<file path="src/rtl/icf3z_intc_pkg.sv">
// Shared definitions for the icf3z interrupt controller: register offsets,
// VEC field positions, default port base and the priority-result payload.
package icf3z_intc_pkg;

    localparam int unsigned DATA_W = 8;
    localparam int unsigned IDX_W  = 3;

    localparam logic [DATA_W-1:0] DEFAULT_BASE = 8'hE0;

    localparam logic [IDX_W-1:0] OFS_PEND  = 3'd0;
    localparam logic [IDX_W-1:0] OFS_MASK  = 3'd1;
    localparam logic [IDX_W-1:0] OFS_ROUTE = 3'd2;
    localparam logic [IDX_W-1:0] OFS_EDGE  = 3'd3;
    localparam logic [IDX_W-1:0] OFS_VEC   = 3'd4;
    localparam logic [IDX_W-1:0] OFS_SWSET = 3'd5;

    localparam int unsigned VEC_VALID = 7;
    localparam int unsigned VEC_GRP   = 6;

    typedef struct packed {
        logic             valid;
        logic [IDX_W-1:0] idx;
    } prio_t;

    // Pack a priority result into the VEC register layout {valid, grp, 000, idx}.
    function automatic logic [DATA_W-1:0] make_vec(input prio_t p, input logic grp);
        logic [DATA_W-1:0] v;
        v = '0;
        if (p.valid) begin
            v[VEC_VALID]   = 1'b1;
            v[VEC_GRP]     = grp;
            v[IDX_W-1:0]   = p.idx;
        end
        return v;
    endfunction

endpackage

</file>
<file path="src/rtl/icf3z_intc_prio.sv">
// Lowest-index-wins priority encoder over one 8-bit request group.
module icf3z_intc_prio
    import icf3z_intc_pkg::*;
(
    input  logic [DATA_W-1:0] req,
    output prio_t             res_c
);

    // Scan high to low so the lowest set index is the last one written.
    always_comb begin
        res_c = '0;
        for (int i = DATA_W - 1; i >= 0; i--) begin
            if (req[i]) begin
                res_c.valid = 1'b1;
                res_c.idx   = IDX_W'(i);
            end
        end
    end

endmodule

</file>
<file path="src/rtl/icf3z_intc.sv">
// icf3z interrupt controller: pending/mask/route/edge registers on the CPU port bus.
// Optional macro ICF3Z_INTC_SYNC_EN adds a 2-flop synchronizer on every source.
module icf3z_intc
    import icf3z_intc_pkg::*;
#(
    parameter logic [DATA_W-1:0] BASE = DEFAULT_BASE,
    parameter int unsigned       NSRC = 8
) (
    input  logic              CLK,
    input  logic              xRESET_P,
    input  logic [NSRC-1:0]   xSRC_P,
    input  logic [DATA_W-1:0] xPORTID_P,
    input  logic [DATA_W-1:0] xOUTPORT_P,
    input  logic              xWSTROBE_P,
    input  logic              xRSTROBE_P,
    output logic [DATA_W-1:0] xRDATA_P,
    output logic              xHIT_P,
    output logic              xINT0_P,
    output logic              xINT1_P
);

    // Bits above NSRC are held at zero everywhere so they read 0 and never pend.
    localparam logic [DATA_W-1:0] SRC_MASK = DATA_W'((16'd1 << NSRC) - 16'd1);

    logic [NSRC-1:0]   src_s;
    logic [DATA_W-1:0] src;

`ifdef ICF3Z_INTC_SYNC_EN
    logic [NSRC-1:0] sync_q1;
    logic [NSRC-1:0] sync_q2;

    always_ff @(posedge CLK) begin
        if (xRESET_P) begin
            sync_q1 <= '0;
            sync_q2 <= '0;
        end else begin
            sync_q1 <= xSRC_P;
            sync_q2 <= sync_q1;
        end
    end

    assign src_s = sync_q2;
`else
    assign src_s = xSRC_P;
`endif

    assign src = DATA_W'(src_s);

    logic [DATA_W-1:0] pend_q;
    logic [DATA_W-1:0] mask_q;
    logic [DATA_W-1:0] route_q;
    logic [DATA_W-1:0] edge_q;
    logic [DATA_W-1:0] prev_q;

    // Address decode: the block owns the 8-aligned window starting at BASE.
    logic             in_range;
    logic [IDX_W-1:0] ofs;
    logic             wr_en;
    logic             vec_rd;

    assign in_range = (xPORTID_P[DATA_W-1:IDX_W] == BASE[DATA_W-1:IDX_W]);
    assign ofs      = xPORTID_P[IDX_W-1:0];
    assign wr_en    = xWSTROBE_P & in_range;
    assign vec_rd   = xRSTROBE_P & in_range & (ofs == OFS_VEC);

    logic [DATA_W-1:0] act;
    logic [DATA_W-1:0] grp0;
    logic [DATA_W-1:0] grp1;
    prio_t             prio0;
    prio_t             prio1;
    prio_t             sel;
    logic              sel_grp;
    logic [DATA_W-1:0] vec;

    assign act  = pend_q & mask_q;
    assign grp0 = act & ~route_q;
    assign grp1 = act & route_q;

    icf3z_intc_prio u_prio0 (
        .req   (grp0),
        .res_c (prio0)
    );

    icf3z_intc_prio u_prio1 (
        .req   (grp1),
        .res_c (prio1)
    );

    assign sel_grp = ~prio0.valid;
    assign sel     = prio0.valid ? prio0 : prio1;
    assign vec     = make_vec(sel, sel_grp);

    // Pending update: in edge mode a set beats any clear in the same cycle.
    logic [DATA_W-1:0] edge_set;
    logic [DATA_W-1:0] sw_set;
    logic [DATA_W-1:0] w1c;
    logic [DATA_W-1:0] ack_clr;
    logic [DATA_W-1:0] edge_next;
    logic [DATA_W-1:0] pend_d;

    assign edge_set  = src & ~prev_q;
    assign sw_set    = (wr_en && ofs == OFS_SWSET) ? xOUTPORT_P : '0;
    assign w1c       = (wr_en && ofs == OFS_PEND)  ? xOUTPORT_P : '0;
    assign ack_clr   = (vec_rd && sel.valid) ? DATA_W'(8'd1 << sel.idx) : '0;
    assign edge_next = (pend_q & ~(w1c | ack_clr)) | edge_set | sw_set;
    assign pend_d    = SRC_MASK & ((edge_q & edge_next) | (~edge_q & src));

    logic [DATA_W-1:0] rd_mux;

    always_comb begin
        rd_mux = '0;
        case (ofs)
            OFS_PEND:  rd_mux = pend_q;
            OFS_MASK:  rd_mux = mask_q;
            OFS_ROUTE: rd_mux = route_q;
            OFS_EDGE:  rd_mux = edge_q;
            OFS_VEC:   rd_mux = vec;
            default:   rd_mux = '0;
        endcase
    end

    always_ff @(posedge CLK) begin
        if (xRESET_P) begin
            pend_q   <= '0;
            mask_q   <= '0;
            route_q  <= '0;
            edge_q   <= '0;
            prev_q   <= '0;
            xRDATA_P <= '0;
            xHIT_P   <= 1'b0;
            xINT0_P  <= 1'b0;
            xINT1_P  <= 1'b0;
        end else begin
            pend_q <= pend_d;
            prev_q <= src;

            if (wr_en && ofs == OFS_MASK) begin
                mask_q <= xOUTPORT_P & SRC_MASK;
            end
            if (wr_en && ofs == OFS_ROUTE) begin
                route_q <= xOUTPORT_P & SRC_MASK;
            end
            if (wr_en && ofs == OFS_EDGE) begin
                edge_q <= xOUTPORT_P & SRC_MASK;
            end

            xRDATA_P <= in_range ? rd_mux : '0;
            xHIT_P   <= in_range;
            xINT0_P  <= |grp0;
            xINT1_P  <= |grp1;
        end
    end

endmodule

</file>
<file path="config.mk">
export PLATFORM = sky130hd
export DESIGN_NAME = icf3z_intc
export DESIGN_NICKNAME = d
export VERILOG_FILES = /design/src/rtl/icf3z_intc_pkg.sv /design/src/rtl/icf3z_intc_prio.sv /design/src/rtl/icf3z_intc.sv
export SDC_FILE = /design/constraint.sdc
export NUM_CORES = 1
export LEC_CHECK = 0
export CORE_UTILIZATION = 57
export CTS_CLUSTER_DIAMETER = 80
export DETAILED_ROUTE_END_ITERATION = 8
export DONT_BUFFER_PORTS = 1
export PLACE_DENSITY = 0.75
export RECOVER_POWER = 100
export SLEW_MARGIN = 40
export SYNTH_ARGS = -nofsm -noshare
export SYNTH_HDL_FRONTEND = slang
export SYNTH_SLANG_ARGS = --single-unit
</file>
<file path="constraint.sdc">
create_clock -name CLK -period 1.55 [get_ports CLK]
set_input_delay 0.31 -clock CLK [delete_from_list [all_inputs] [get_ports CLK]]
set_output_delay 0.31 -clock CLK [all_outputs]
set_load 0.03 [all_outputs]
</file>
# Word-level counts from Yosys, hierarchy flattened
# Cells that the tools add are included.
# op_classes
mux	23
shifts	1
bitwise	20
n_reduce_logical	10
n_eq_ne	6
# op_table
cell	count
two-way mux 4 bit	17
AND 8 bit	7
case mux 8 bit (5 select lines)	1
inverter 8 bit	4
bitwise OR 8 bit	4
two-way mux 8 bit	3
OR reduction 8 bit	2
<< shifter 1 x 3 -> 8 bit (first input constant)	1
== test 3 x 2 -> 1 bit (second input constant)	2
== test 3 bit (second input constant)	2
logical AND 1 bit	6
== test 5 bit (second input constant)	1
AND 1 bit	3
== test 3 x 1 -> 1 bit (second input constant)	1
logical NOT 3 bit	1
two-way mux 3 bit	1
two-way mux 2 bit	1
inverter 1 bit	2
OR reduction 2 bit	1
# word_totals
ff_bits	51
inputBits	28

# Depth between registers and ports, before layout
# Gate-level depths: netlist (run 1).
# depth
ltp_word	20
mapped_depth	6
mapped_depth_nobuf	6

# Modules after synthesis
# Synthesis (run 1) repeated with hierarchy kept, for this count alone.
# unflattened
cells_unflattened	307
area_unflattened_um2	2691.3
# by_module_without_submodules
mod	cells_per_inst	instances	seq_area_each_um2	area_per_inst_um2
icf3z_intc	279	1	1021.0	2526.2
icf3z_intc_prio	14	2	0.0	82.6

# Worst setup path after synthesis (run 1)
# OpenSTA, ideal clock, no wires.
# synth_timing
path_kind	reg2reg
startpoint	register route_q[0]
endpoint	register pend_q[2]
stages_incl_launch_ff	7
setup_time_ps	130
path_slack_ps	-64
arrival_ps	1484
path_cell_list	dfxtp_1 nand3b_2 nand4_4 nor3_1 nand4b_2 a2111oi_2 o22ai_1
# synth_between
elab_chain_cells	13
elab_cells_between_ends	16
cone_classes	1 x shift; 4 x mux; 10 x bitwise; 1 x reduce/logical
# synth_rtl
element	line	text
start, declared	icf3z_intc.sv:51	logic [DATA_W-1:0] route_q;
start signal, assigned	icf3z_intc.sv:141	route_q <= xOUTPORT_P & SRC_MASK;
inverter 8 bit	icf3z_intc.sv:76	assign grp0 = act & ~route_q;
AND 8 bit	icf3z_intc.sv:76	
two-way mux 4 bit	icf3z_intc_prio.sv:13	if (req[i]) begin
two-way mux 4 bit *	icf3z_intc.sv:90	assign sel = prio0.valid ? prio0 : prio1;
<< shifter 1 x 3 -> 8 bit / logical AND 1 bit (equally long branches)	icf3z_intc.sv:104	assign ack_clr = (vec_rd && sel.valid) ? DATA_W'(8'd1 << sel.idx) : '0;
two-way mux 8 bit *	icf3z_intc.sv:104	
bitwise OR 8 bit *	icf3z_intc.sv:105	assign edge_next = (pend_q & ~(w1c | ack_clr)) | edge_set | sw_set;
inverter 8 bit *	icf3z_intc.sv:105	
AND 8 bit *	icf3z_intc.sv:105	
bitwise OR 8 bit * (2 in a row)	icf3z_intc.sv:105	
AND 8 bit *	icf3z_intc.sv:106	assign pend_d = SRC_MASK & ((edge_q & edge_next) | (~edge_q & src));
bitwise OR 8 bit *	icf3z_intc.sv:106	
end signal, assigned	icf3z_intc.sv:134	pend_q <= pend_d;
end, declared	icf3z_intc.sv:49	logic [DATA_W-1:0] pend_q;
# Mark *: on every way between the ends. The rest lies on a longest branch, timed or not.
# A chain may end at the register's enable or synchronous reset.

# Worst setup path after layout (run 1)
# layout_timing
startpoint	register route_q[6]
endpoint	register pend_q[6]
# layout_between
elab_chain_cells	19
elab_cells_between_ends	28
cone_classes	1 x shift; 16 x mux; 10 x bitwise; 1 x reduce/logical
# layout_rtl
element	line
inverter 8 bit	icf3z_intc.sv:76
AND 8 bit	icf3z_intc.sv:76
two-way mux 4 bit (7 in a row)	icf3z_intc_prio.sv:13
two-way mux 4 bit *	icf3z_intc.sv:90
<< shifter 1 x 3 -> 8 bit / logical AND 1 bit (equally long branches)	icf3z_intc.sv:104
two-way mux 8 bit *	icf3z_intc.sv:104
bitwise OR 8 bit *	icf3z_intc.sv:105
inverter 8 bit *	icf3z_intc.sv:105
AND 8 bit *	icf3z_intc.sv:105
bitwise OR 8 bit * (2 in a row)	icf3z_intc.sv:105
AND 8 bit *	icf3z_intc.sv:106
bitwise OR 8 bit *	icf3z_intc.sv:106
# Marks and branches as above.

==> results of run 1 <==
[synthesized netlist by cell type, drive strengths merged (2+ instances only)]
cell | n | area, µm²
dfxtp | 51 | 1020
nor2 | 37 | 139
nand2 | 27 | 111
mux2i | 24 | 240
o21ai | 14 | 70.1
nand3b | 12 | 110
a21oi | 10 | 50.1
nand3 | 9 | 60.1
mux4 | 8 | 184
inv | 7 | 26.3
and3 | 6 | 37.5
a311oi | 5 | 50.0
a32oi | 5 | 43.8
buf | 5 | 25.0
clkbuf | 5 | 18.8
nor2b | 5 | 31.3
nor3 | 5 | 30.0
o2111ai | 5 | 50.0
a21boi | 4 | 30.0
and4 | 4 | 42.5
o22ai | 4 | 25.0
a221oi | 3 | 26.3
a2111oi | 2 | 30.0
and2 | 2 | 15.0
nand4 | 2 | 27.5
nand4b | 2 | 38.8
nor4 | 2 | 33.8
o221ai | 2 | 30.0
[power by group]
group / internal, µW / switching [µW] / total [µW]
clock network: 409 / 434 / 843
logic: 66.3 / 46.8 / 113
registers: 1340 / 17.8 / 1350
total: 1810 / 499 / 2310
[what timing repair did]
item,in CTS,in global routing
pin swaps,14,6
resized for setup,30,11
hold buffers,0,0
endpoints found under the setup margin,12,11
buffers inserted,3,3
[cells by family after synthesis]
family,after synthesis,share of synthesized area
AND/OR/NAND/NOR,116,0.261
AO/OA/AOI/OAI,60,0.176
flip-flops,51,0.379
multiplexers,32,0.157
buffers and inverters,17,0.0260
[state kept, by name, summed over array words and instances (netlist names)]
signal,flops
xINT0_P,1
mask_q,8
prev_q,8
xINT1_P,1
pend_q,8
route_q,8
xRDATA_P,8
edge_q,8
xHIT_P,1
[per-layer routing]
layer	track usage	vias to the layer above
met5	0	-
li1	-	1157
met3	0.0513	22
met4	0.127	0
met1	0.416	1210
met2	0.499	87
[worst reg2reg max path, delay by kind of cell (launching register included)]
family	cells	cell delay, ns
AO/OA/AOI/OAI	4	1.01
flip-flops	1	0.35
AND/OR/NAND/NOR	1	0.25
buffers and inverters	1	0.20
[worst max path at each step]
| stage | cells after the start | endpoint | slack, ns |
|---|---|---|---|
| 3_3_place_gp | 7 | pend_q[6] | -0.43 |
| 4_1_cts | 6 | pend_q[6] | -0.31 |
| 2_1_floorplan | 6 | pend_q[6] | -0.04 |
| 5_1_grt | 6 | pend_q[4] | -0.46 |
| 3_5_place_dp | 7 | pend_q[6] | -0.43 |
| 6_report | 6 | pend_q[6] | -0.38 |
[per-stage QoR]
step           hold WS [ns]  setup WS (ns)  setup TNS, ns  cells
2_1_floorplan         0.429        -0.0416         -0.259    276
6_report             0.0650         -0.382          -2.94    385
3_3_place_gp          0.380         -0.427          -2.41    371
5_1_grt              0.0546         -0.456          -3.82    385
4_1_cts              0.0633         -0.312          -2.22    382
3_5_place_dp          0.383         -0.428          -2.73    371
[layout make-up]
type | instances | share of cell area
well taps | 52 | 0.0189
inverters | 7 | 0.00762
flip-flops and latches | 51 | 0.301
multi-input cells | 208 | 0.521
clock buffers | 8 | 0.0290
repair buffers | 59 | 0.122
==> run metrics, run 1 <==
Inserted Diodes 0; Root Driver clkbuf_8; wirelength, routed 7.52 mm; Yosys cell types 54; Max clock buf depth 2; Multi-input gate area 0.00180 mm²; DRC 14; CP Launch Point route_q[6]; max frequency 518 MHz; CTS tree built; number of enable flip-flop cells after synthesis 0; Worst Hold Class in -> reg; MaxCap Viol Count 0; minimum clock period 1.93 ns; Ys Warns 0; arrival time at the worst endpoint 2.12 ns; Post-Syn Area 0.00270 mm²; Critical Path Max Stage Delay 0.40 ns; Reg clk slew, reported paths 0.09 ns; Synth Area per Inst 9.76 µm²; R2R Path Start route_q[6]; Util after Layout 0.776; crit path cell chain nand3b_1 -> buf_4 -> a221oi_4 -> o221ai_4 -> a2111oi_4 -> o22ai_1; Initial Util 0.606; Synth Flop Type dfxtp_1; Chip Width 70.8 µm; share of post-route cells with drive strength above 1 0.387; Mapped Cells 276; Slew Viols, Final 0; Critical Path Fanout Max 6; post-route ant nets 0; clock skew 0.00753 ns; CP Class reg -> reg; total number of vias 2476; failing checks design-rule violations, negative setup slack; CTS Buf Count 5; drt pass-1 iters 6; total clock sinks 51; final worst slack -0.382 ns; DIE AREA 0.00501 mm²; later-pin clock latency in the skew report 0.30 ns; Total Power 2310 µW; M1 WL 3.24 mm; family with the most delay on the worst path compound AO/OA/AOI/OAI gates; Rel. slew slack 0.703; Fillers 317; Hold Vio Cnt, Final 0; global route overflow 0; H-Tree Depth 2; CP Capture Type flip-flop; period utilisation layout 1.25; most common cell after layout, fill and taps aside buf_4; I/O pins 39; sequential cell area fraction in the yosys report 0.379; initial antenna violation count 0; hpwl dp 5.23 mm; Yosys reg bits 51; RSZ-0062 raised after global routing true; crit path buf inv count 1; dpl cell area 0.00316 mm²; Die H 70.8 µm; global-route wire length before repair 12.0 mm; Crit path required time 1.73 ns; Avg WL per Cell 19.5 µm; ys async rst share 0; fin nets 360; CP Launch Type flip-flop; worst-margin pin slew 0.442 ns; CP max stage cell a2111oi_4; Lkg Pwr 0.00158 µW; pwr dens 670 mW/mm²; commonest cells after routing, fill and taps aside buf_4 (51), dfxtp_1 (36), nor2_1 (34); Hold Path End mask_q[0]; syn nets 304; port bufs 0; Worst R2R Setup Slack -0.38 ns; Final Cell Area 0.00345 mm²; 1st-iter DRT viols 205; final setup fails 10; GRT Overall Usage 0.310; Hold Crit Start xRESET_P; hold depth 1; reg2reg path depth 6; vias per inst 6.43; status finished with violations; worst reg2reg path endpoint pend_q[6]; GPL Wtd Cong 0.982; Core Footprint 0.00444 mm²; site row count 24; largest net degree at the start of global routing 41; FF+latch area 0.00104 mm²; met2 wire length 3.62 mm; Top Layer Used met4; VDD IR max 554 µV; Met3 Routed Length 420 µm; area delta synth->final 28.0%; vias in the first global route 2436
No activity file was read; power rests on OpenSTA's default activity.
==> run 2, diff against run 1 <==
--- a/config.mk
+++ b/config.mk
@@ -14,4 +14,5 @@
 export SLEW_MARGIN = 40
 export SYNTH_ARGS = -nofsm -noshare
 export SYNTH_HDL_FRONTEND = slang
+export SYNTH_HIERARCHICAL = 1
 export SYNTH_SLANG_ARGS = --single-unit
==> run metrics, run 2 <==
status finished with violations; failing checks design-rule violations, negative setup slack; worst-margin pin slew 0.519 ns (+0.0774 ns); final setup fails 13 (+3); 1st-iter DRT viols 365 (+78%); R2R Path Start pend_q[6]; most common cell after layout, fill and taps aside nor2_1; Clock Power Share 0.345 (-0.020); Die H 70.7 µm (about the same); initial antenna violation count 0 (unchanged); Post-Syn Area 0.00269 mm² (-0.14%); global-route wire length before repair 12.0 mm (-0.41%); worst reg2reg path endpoint pend_q[7]; sw power 541 µW (+8.4%); Crit path required time 1.75 ns (+0.02 ns); top post-synthesis cells by count nor2_1 (62), dfxtp_1 (51), mux2i_1 (25), inv_1 (23), a21oi_1 (18); Worst R2R Setup Slack -0.49 ns (-0.10 ns); VDD IR max 746 µV (+34%); hpwl dp 4.82 mm (-7.8%); CP max stage cell o41ai_2; crit path buf inv count 1 (unchanged); period utilisation layout 1.31 (+0.0677); Synth Area per Inst 8.77 µm² (-10%); I/O pins 39 (unchanged); Yosys cell types 44 (-19%); count leader, synth nor2_1; area delta synth->final 31.2%; MaxCap Viol Count 0 (unchanged); max frequency 491 MHz (-5.1%); Initial Util 0.606 (-0.000845); vias in the first global route 2458 (+0.90%); Slew Viols, Final 0 (unchanged); clock skew 0.0114 ns (+0.00385 ns); Inserted Diodes 0 (unchanged); arrival time at the worst endpoint 2.24 ns (+0.12 ns); FF+latch area 0.00104 mm² (-0.12%); RSZ-0062 raised after global routing true; Core Footprint 0.00444 mm² (unchanged); switching share of power 0.239 (+0.0227); Synth Flop Type dfxtp_1; fin nets 388 (+7.8%); sequential share of power 0.599 (+0.013); number of enable flip-flop cells after synthesis 0 (unchanged); pwr dens 641 mW/mm² (-4.2%); top post-synthesis cells by area dfxtp_1 (38%), mux2i_1 (9.3%), nor2_1 (8.6%); vias per inst 6.80 (+5.7%); total clock sinks 51 (unchanged); Yosys reg bits 51 (unchanged); syn nets 335 (+10%); port bufs 0 (unchanged); hold depth 1 (unchanged); Worst Hold Class in -> reg; reg2reg path depth 8 (+2); share of post-route cells with drive strength above 1 0.368 (-0.0190); Chip Width 70.7 µm (about the same); Lkg Pwr 0.00161 µW (+2.1%); Root Driver clkbuf_8; Rel. slew slack 0.652 (-0.0509); drt pass-1 iters 7 (+1); post-synth top area share 0.379 (+0.000528); Total Power 2270 µW (-1.9%); family with the most delay on the worst path simple AND/OR/NAND/NOR gates; Levels on crit path 8 (+2); site row count 24 (unchanged); CP Capture Type flip-flop; Util after Layout 0.795 (+0.0186); post-route ant nets 0 (unchanged); Critical Path Fanout Max 4 (-2); later-pin clock latency in the skew report 0.32 ns (+0.02 ns); CP Class reg -> reg; CTS tree built; CP Launch Point pend_q[6]; largest net degree at the start of global routing 56 (+37%); Critical Path Max Stage Delay 0.38 ns (-0.02 ns); Max clock buf depth 2 (unchanged); CP Launch Type flip-flop; Hold Vio Cnt, Final 0 (unchanged); total number of vias 2807 (+13%); sequential cell area fraction in the yosys report 0.379 (+0.000528); CTS Buf Count 5 (unchanged); H-Tree Depth 2 (unchanged); internal power 1720 µW (-4.8%); DIE AREA 0.00500 mm² (-0.13%); global route overflow 0 (unchanged); CP Capture Point pend_q[7]; Hold Crit Start xRESET_P; minimum clock period 2.04 ns (+0.105 ns); Reg clk slew, reported paths 0.10 ns (about the same); Ys Warns 6 (+6); final worst slack -0.487 ns (-0.105 ns); wirelength, routed 8.89 mm (+18%); ys async rst share 0 (unchanged); crit path cell chain and3_2 -> inv_1 -> a21oi_1 -> o41ai_2 -> nor2b_4 -> a22oi_2 -> nor3_4 -> o32ai_1; Fillers 278 (-12%); Mapped Cells 307 (+11%); Avg WL per Cell 21.5 µm (+10%); GRT Overall Usage 0.316 (+0.00647); DRC 6 (-8); GPL Wtd Cong 0.977 (-0.46%); commonest cells after routing, fill and taps aside nor2_1 (55), buf_4 (48), dfxtp_1 (39); Multi-input gate area 0.00179 mm² (-0.63%); post-synth top area cell dfxtp_1; combinational share of power 0.056 (+0.007)
==> run 2: per-layer routing <==
metal	up-vias	global-route usage	wire (µm)
met4	0	0.173	602
li1	1213	-	-
met2	229	0.495	3940
met5	-	0	0
met3	63	0.0969	1000
met1	1302	0.391	3340
==> run 2: cell type report <==
| type | instances | area share |
|---|---|---|
| clock inverter | 3 | 0.00567 |
| inverter | 23 | 0.0244 |
| multi-input combinational | 220 | 0.505 |
| clock buffer | 5 | 0.0195 |
| sequential | 51 | 0.294 |
| tap | 52 | 0.0184 |
| timing repair buffer | 59 | 0.132 |
==> run 2: kinds of logic (layout without fill, tap and decap cells) <==
group / Yosys count / count (layout) / share of synthesized area
compound gates: 61 / 61 / 0.159
buf+inv: 36 / 90 / 0.0609
flops: 51 / 51 / 0.379
mux: 33 / 33 / 0.157
simple gates: 126 / 126 / 0.244
==> run 2: repair_timing <==
action	4_1_cts	5_1_grt
hold buffers	0	0
resized for setup	26	49
pin swaps	6	25
buffers inserted	6	6
setup endpoints to repair	13	13
==> run 2: through the flow <==
step / area [µm²] / setup TNS (ns) / cells / hold slack (ns) / worst slack (ns)
3_5_place_dp: 3090 / -4.67 / 395 / 0.384 / -0.537
4_1_cts: 3340 / -4.64 / 409 / 0.0451 / -0.417
5_1_grt: 3530 / -6.20 / 413 / 0.0361 / -0.550
2_1_floorplan: 2730 / -0.803 / 307 / 0.439 / -0.109
3_3_place_gp: 3090 / -3.68 / 395 / 0.381 / -0.450
6_report: 3530 / -5.56 / 413 / 0.0487 / -0.487
==> run 2: worst reg2reg max path: cells and delay by family, from the launching register on <==
| kind | cells | cell delay, ns |
|---|---|---|
| simple gates | 3 | 0.80 |
| compound gates | 4 | 0.70 |
| flops | 1 | 0.34 |
| buf+inv | 1 | 0.09 |
==> run 2: worst min-delay path by stage <==
| stage | end | slack, ns |
|---|---|---|
| after floorplan | prev_q[0] | 0.44 |
| after global placement | prev_q[4] | 0.38 |
| after detailed placement | prev_q[4] | 0.38 |
| after CTS | prev_q[2] | 0.05 |
| after global routing | route_q[6] | 0.04 |
| final | route_q[5] | 0.05 |
==> run 2: power groups by stage <==
stage / combinational (µW) / clock [µW] / sequential (µW)
after detailed placement: 119 / 0 / 1380
after global routing: 136 / 858 / 1360
after global placement: 116 / 0 / 1380
after floorplan: 114 / 0 / 1380
final: 127 / 783 / 1360
after CTS: 122 / 779 / 1350
==> run 3, diff against run 2 <==
--- a/config.mk
+++ b/config.mk
@@ -5,11 +5,11 @@
 export SDC_FILE = /design/constraint.sdc
 export NUM_CORES = 1
 export LEC_CHECK = 0
-export CORE_UTILIZATION = 57
+export CORE_UTILIZATION = 65
 export CTS_CLUSTER_DIAMETER = 80
 export DETAILED_ROUTE_END_ITERATION = 8
 export DONT_BUFFER_PORTS = 1
-export PLACE_DENSITY = 0.75
+export PLACE_DENSITY = 0.81
 export RECOVER_POWER = 100
 export SLEW_MARGIN = 40
 export SYNTH_ARGS = -nofsm -noshare
==> constraint.sdc (replaced) <==
create_clock -name CLK -period 2.5 [get_ports CLK]
set_input_delay 0.5 -clock CLK [delete_from_list [all_inputs] [get_ports CLK]]
set_output_delay 0.5 -clock CLK [all_outputs]
set_load 0.03 [all_outputs]
==> run metrics, run 3 (synthesis gave the netlist of run 2 again) <==
1st-iter DRT viols 275 (-25%); Rel. slew slack 0.481 (-0.172); Hold Path End prev_q[3]; initial antenna violation count 0 (unchanged); arrival time at the worst endpoint 2.42 ns (+0.18 ns); Fillers 306 (+10%); vias in the first global route 2120 (-14%); R2R Path Start route_q[6]; minimum clock period 2.19 ns (+0.149 ns); MaxCap Viol Count 0 (unchanged); crit path buf inv count 0 (-1); Inserted Diodes 0 (unchanged); total clock sinks 51 (unchanged); CP Class reg -> reg; largest net degree at the start of global routing 56 (unchanged); hold depth 1 (unchanged); hpwl dp 4.47 mm (-7.2%); Max clock buf depth 2 (unchanged); later-pin clock latency in the skew report 0.31 ns (about the same); Multi-input gate area 0.00149 mm² (-16%); post-CTS setup buffers 0 (-6); Worst R2R Setup Slack 0.31 ns (+0.80 ns); reg2reg path depth 7 (-1); CP Launch Type flip-flop; H-Tree Depth 2 (unchanged); Core Footprint 0.00400 mm² (-10%); clock skew 0.00515 ns (-0.00624 ns); drt pass-1 iters 5 (-2); total number of vias 2339 (-17%); Hold Vio Cnt, Final 0 (unchanged); worst reg2reg path endpoint xRDATA_P[1]; wirelength, routed 6.34 mm (-29%); Initial Util 0.673 (+0.0672); worst-margin pin slew 0.777 ns (+0.257 ns); final setup fails 0 (-13); vias per inst 6.61 (-2.8%); share of post-route cells with drive strength above 1 0.0658 (-0.303); CP Capture Type flip-flop; site row count 23 (-4.2%); status complete, no violations; Post-CTS Hold Buffers 0 (unchanged); GRT Overall Usage 0.315 (-0.00131); VDD IR max 350 µV (-53%); I/O pins 39 (unchanged); pwr dens 498 mW/mm² (-22%); global route overflow 0 (unchanged); Crit path required time 2.73 ns (+0.98 ns); Chip Width 66.3 µm (-6.2%); CTS tree built; fin nets 331 (-15%); Worst Hold Class in -> reg; period utilisation layout 0.875 (-0.440); crit path cell chain nor2_1 -> nor4_2 -> nand3_1 -> and3b_1 -> o21ai_1 -> or2_2 -> a21oi_1; commonest cells after routing, fill and taps aside nor2_1 (62), dfxtp_1 (51), mux2i_1 (25); Lkg Pwr 0.00121 µW (-25%); FF+latch area 0.00102 mm² (-1.7%); Avg WL per Cell 17.9 µm (-17%); CP max stage cell dfxtp_1; post-route ant nets 0 (unchanged); Slew Viols, Final 0 (unchanged); Root Driver clkbuf_8; setup_tns 0 ns (+5.56 ns); cts repair resizes 0 (-100%); Die H 66.3 µm (-6.2%); port bufs 0 (unchanged); CTS Buf Count 5 (unchanged); Critical Path Max Stage Delay 0.38 ns (about the same); Critical Path Fanout Max 13 (+9); max frequency 457 MHz (-6.8%); GPL Wtd Cong 0.961 (-1.6%); Reg clk slew, reported paths 0.09 ns (about the same); global-route wire length before repair 10.2 mm (-15%); family with the most delay on the worst path simple AND/OR/NAND/NOR gates; DIE AREA 0.00440 mm² (-12%); Hold Crit Start xRESET_P; DRC 0 (-6); most common cell after layout, fill and taps aside nor2_1; Total Power 1370 µW (-39%); RSZ-0062 raised after global routing false; area delta synth->final 2.51%
[run 3: changes by cell type in the layout (fill, tap and decap cells not counted), sizes merged]
cell / delta
clkinv: +1
clkinvlp: -2
buf: -54
clkbuf: -3
inv: +1
[run 3: final cells by class]
type / instances / area share
well taps: 50 / 0.0227
multi-input cells: 220 / 0.541
clock buffers: 5 / 0.0249
clock inverters: 3 / 0.00680
inverters: 23 / 0.0313
repair buffers: 2 / 0.00272
flip-flops and latches: 51 / 0.370
[run 3: how the worst max path moves through the flow]
| stage | start | to | slack [ns] | depth (start not counted) |
|---|---|---|---|---|
| final | route_q[6] | xRDATA_P[1] | 0.31 | 7 |
| after global routing | route_q[6] | xRDATA_P[1] | 0.13 | 7 |
| after CTS | pend_q[6] | xRDATA_P[1] | 0.35 | 8 |
| after detailed placement | pend_q[6] | xRDATA_P[1] | 0.40 | 8 |
| after global placement | pend_q[6] | xRDATA_P[1] | 0.44 | 8 |
| after floorplan | pend_q[0] | pend_q[0] | 0.68 | 9 |
[run 3: where the power goes]
group	switching (µW)	total, µW	internal, µW
registers	11.6	841	829
clock network	279	477	198
logic	24.2	56.3	32.0
total	315	1370	1060
[run 3: worst register-to-register path, cell delays in order (launching register included)]
cell	delay, ns
dfxtp_1	0.38
nor2_1	0.10
nor4_2	0.29
nand3_1	0.38
and3b_1	0.33
o21ai_1	0.13
or2_2	0.33
a21oi_1	0.17
[run 3: through the flow]
step	hold WS (ns)	util	std cells	area [µm²]	setup WS (ns)
after global routing	0.233	0.690	354	2760	0.134
after floorplan	0.492	-	307	2690	0.682
after global placement	0.511	0.673	346	2690	0.441
final	0.247	0.690	354	2760	0.313
after detailed placement	0.529	0.673	346	2690	0.397
after CTS	0.240	0.695	354	2780	0.351
[run 3: routing by layer]
metal / part of all wire / track usage / vias to the layer above
met2: 0.47 / 0.496 / 128
met1: 0.42 / 0.409 / 1097
met5: 0 / 0 / -
met3: 0.082 / 0.0690 / 15
met4: 0.025 / 0.144 / 0
li1: - / - / 1099
